File: src/rtl/sample_arbiter.sv
// Shares one capture register among NREQ requesters. A programmable period
// counter produces sample ticks, and each tick grants one pending requester in round-robin order.
module sample_arbiter #(
    parameter int NREQ = 4,
    parameter int DW   = 4,
    parameter int CW   = 3,
    parameter int IW   = 2,
    parameter int MW   = 8
) (
    input  logic               clk,
    input  logic               res,
    input  logic               en,
    input  logic [CW-1:0]      period,
    input  logic [NREQ-1:0]    req,
    input  logic [NREQ*DW-1:0] val_in,
    output logic [NREQ-1:0]    gnt,
    output logic [DW-1:0]      val_out,
    output logic               val_vld,
    output logic [IW-1:0]      owner,
    output logic [MW-1:0]      miss_cnt
);

    logic [CW-1:0] cnt;
    logic [IW-1:0] last;
    logic          tick;
    logic          found;
    logic [IW-1:0] win;
    logic [IW-1:0] idx;

    // Comparing with ">=" lets a lowered period wrap at once instead of running to 2**CW.
    assign tick = en && (cnt >= period);

    // Round-robin search that starts one past the last winner.
    always_comb begin
        found = 1'b0;
        win   = '0;
        idx   = '0;
        for (int k = 1; k <= NREQ; k++) begin
            idx = IW'((int'(last) + k) % NREQ);
            if (!found && req[idx]) begin
                found = 1'b1;
                win   = idx;
            end
        end
    end

    always_ff @(posedge clk) begin
        if (res) begin
            cnt      <= '0;
            last     <= IW'(NREQ - 1);
            gnt      <= '0;
            val_out  <= '0;
            val_vld  <= 1'b0;
            owner    <= '0;
            miss_cnt <= '0;
        end else begin
            gnt     <= '0;
            val_vld <= 1'b0;
            if (en) begin
                cnt <= tick ? '0 : cnt + 1'b1;
                if (tick) begin
                    if (found) begin
                        gnt     <= NREQ'(1) << win;
                        val_out <= val_in[win*DW +: DW];
                        val_vld <= 1'b1;
                        owner   <= win;
                        last    <= win;
                    end else if (miss_cnt != {MW{1'b1}}) begin
                        miss_cnt <= miss_cnt + 1'b1;
                    end
                end
            end
        end
    end

endmodule

File: config.mk
export PLATFORM = sky130hd
export DESIGN_NAME = sample_arbiter
export DESIGN_NICKNAME = d
export VERILOG_FILES = /design/src/rtl/sample_arbiter.sv
export SDC_FILE = /design/constraint.sdc
export NUM_CORES = 1
export LEC_CHECK = 0
export BUFFER_PORTS_ARGS = -buffer_cell sky130_fd_sc_hd__buf_2
export CAP_MARGIN = 20
export CORE_MARGIN = 2
export CORE_UTILIZATION = 30
export CTS_CLUSTER_DIAMETER = 50
export DETAILED_ROUTE_END_ITERATION = 12
export PLACE_DENSITY_LB_ADDON = 0.15
export SETUP_SLACK_MARGIN = 0.3
export SLEW_MARGIN = 20
export SYNTH_ARGS = -nofsm -noshare
export SYNTH_HDL_FRONTEND = slang
export SYNTH_SLANG_ARGS = --single-unit
export TNS_END_PERCENT = 30
File: constraint.sdc
create_clock -name clk -period 4.75 [get_ports clk]
set_input_delay 0.2375 -clock clk [delete_from_list [all_inputs] [get_ports clk]]
set_output_delay 0.2375 -clock clk [all_outputs]
set_load 0.005 [all_outputs]
==> results.ini <==
[sta]
worst_pin_slew_ns = 1.04
fmax_mhz = 489
finalCriticalPeriod_ns = 2.04
slew_viol_final = 0
fin_crit_sh = 0.430
timing.hold.ws_ns = 0.263
setup_tns_ns = 0
fin_skew_ns = 0.00210
hold_viol_final = 0
setup_viol = 0
rsz0062_at_grt = false
relSlewSlack = 0.308

[route]
drt_pass1_iterations = 4
drt-initial-drc-count = 47
routedWlPerCell_um = 12.8
vias = 1166
viasPerCell = 5.18
wirelength_um = 2880
drc = 0
ant_nets = 0

[power]
irDropWorstVdd_mv = 0.119
p_per_area_mw_per_mm2 = 258
power.static_leakage_nw = 0.692
power.total_uw = 392

[worst_setup_path]
critical_path.max_fanout = 9
critical_path.startpoint_type = register
worst-r2r-cell-count = 7
r2r_slack_ns = 2.71
critPathCaptureType = register
path_class = reg2reg
worstPathRequired_ns = 4.91
worst_ep_arrival_time_ns = 2.20
rr_startpoint = cnt[0]$_SDFFE_PP0P_
r2r_end = last[0]$_SDFFE_PP1P_

[clock_tree]
cts_htree_levels = 1
clk_pin_slew_ns = 0.08
postCtsSetupRepairBufs = 0
cts-root-buf = clkbuf_8
ctsResizeCount = 0
cts_hold_buffers = 0
cts_made_buffers = 3
cts_tree = yes
clockBufferDepth = 2
clk_latency_ns = 0.26
cts.sinks = 24

[floorplan]
dieWidth_um = 67.5
dieArea_sq_mm = 0.00456
rows = 23
ioPinCount = 45
start_util = 0.307
die_h_um = 67.5
core_sq_mm = 0.00394

[logic_synthesis]
syn_inst = 133
syn_nets = 164
async_flop_share = 0
syn_avg_cell_area_sq_um = 9.10
synthDistinctLibCells = 31
synth_enable_flop_cells = 0
ys.flop_type = dfxtp_1
yosysSeqAreaShare = 0.397
synth_area_sq_mm = 0.00121
ys_ff_latch = 24
yosys_warnings = 0

[grt]
grt_pass1_vias = 1122
grt_pass1_wl_um = 4640
grt_util_all_layers = 0.133
antenna_found_initial = 0
grt_max_degree = 21
overflow = 0

[min_path]
min_path_type = in2reg
min_to = val_out[3]$_SDFFE_PP0P_
worstHoldStart = val_in[3]
hold_path_depth = 3

[layout]
layout_commonest_cell = buf_2
final_area_sq_mm = 0.00152
layout_common_cells = buf_2, dfxtp_1, nor2_1
nNetsFinal = 208
drive_gt1_frac = 0.291
layout.cells.non_filler = 225
area_growth_pct = 25.4
antennaDiodeCount = 0

[placement]
globalplace.congestion = 0.806
dpl.cell_count = 222
placed_cell_area_sq_mm = 0.00148
hpwl_um = 2210
io_buffers = 44

[status]
status = finished clean

[flow_run]
maxCapViolCount = 0

==> worst max path at each step <==
stage / from / to / slack, ns
final: cnt[0]$_SDFFE_PP0P_ / last[0]$_SDFFE_PP1P_ / 2.71
after CTS: cnt[0]$_SDFFE_PP0P_ / last[0]$_SDFFE_PP1P_ / 2.68
after global routing: cnt[0]$_SDFFE_PP0P_ / last[1]$_SDFFE_PP1P_ / 2.51
after detailed placement: req[3] / miss_cnt[7]$_SDFFE_PP0P_ / 2.59
after floorplan: req[2] / miss_cnt[7]$_SDFFE_PP0P_ / 2.83
after global placement: req[3] / miss_cnt[7]$_SDFFE_PP0P_ / 2.64
==> power breakdown <==
| group | internal, mW | leakage (nW) | switching, mW |
|---|---|---|---|
| Clock | 0.0567 | 0.0216 | 0.0622 |
| Sequential | 0.207 | 0.194 | 0.00439 |
| Combinational | 0.0279 | 0.476 | 0.0336 |
| Total | 0.292 | 0.692 | 0.100 |
==> state kept, by name, indices dropped and copies added (netlist names) <==
| name | flops |
|---|---|
| val_out | 4 |
| gnt | 4 |
| owner | 2 |
| miss_cnt | 8 |
| last | 2 |
| val_vld | 1 |
| cnt | 3 |
==> cell usage after synthesis, drive strengths merged, types with 2 or more instances <==
cell | instances | area, sq um
clkbuf | 3 | 11.3
xor2 | 5 | 43.8
nand3b | 4 | 30.0
o221ai | 5 | 43.8
a211oi | 2 | 15.0
nor2b | 2 | 12.5
mux2i | 11 | 110
a21oi | 8 | 40.0
nand4 | 5 | 31.3
ha | 5 | 62.6
a31oi | 2 | 12.5
or4 | 2 | 15.0
buf | 2 | 10.0
and3 | 2 | 12.5
dfxtp | 24 | 480
nor3 | 2 | 10.0
nand2b | 3 | 18.8
inv | 6 | 22.5
nand3 | 5 | 37.5
nand2 | 8 | 30.0
nor2 | 14 | 52.6
o21ai | 6 | 33.8
==> metrics by stage <==
step / worst slack [ns] / utilization
4_1_cts: 2.68 / 0.385
2_1_floorplan: 2.83 / -
3_5_place_dp: 2.59 / 0.374
5_1_grt: 2.51 / 0.385
3_3_place_gp: 2.64 / 0.374
6_report: 2.71 / 0.385
==> final cells by class <==
type	count	area, sq um
Inverter	6	22.5
Tap cell	50	62.6
Fill cell	398	2420
Multi-Input combinational cell	98	691
Sequential cell	24	480
Clock buffer	3	41.3
Timing Repair Buffer	44	220
==> worst max-delay path, cell delays in order (launching register included) <==
cell	delay [ns]
dfxtp_1	0.36
inv_1	0.07
ha_1	0.27
nor2b_1	0.06
o21ai_2	0.41
nand3_1	0.41
nor2_1	0.26
o21bai_1	0.10
==> layer usage <==
metal / wire length (um) / vias to the layer above / global-route usage
li1: - / 574 / -
met1: 1210 / 531 / 0.148
met2: 1460 / 58 / 0.249
met3: 197 / 3 / 0.0283
met4: 21 / 0 / 0.0408
met5: 0 / - / 0
==> cells by family after synthesis <==
| logic type | after synthesis | synth area share |
|---|---|---|
| AND/OR/NAND/NOR | 50 | 0.226 |
| AO/OA/AOI/OAI | 27 | 0.161 |
| flip-flops | 24 | 0.397 |
| buffers and inverters | 11 | 0.0362 |
| multiplexers | 11 | 0.0910 |
| XOR/XNOR | 5 | 0.0362 |
| adder cells (fa/ha/maj) | 5 | 0.0517 |
(Power assumes the default switching activity.)
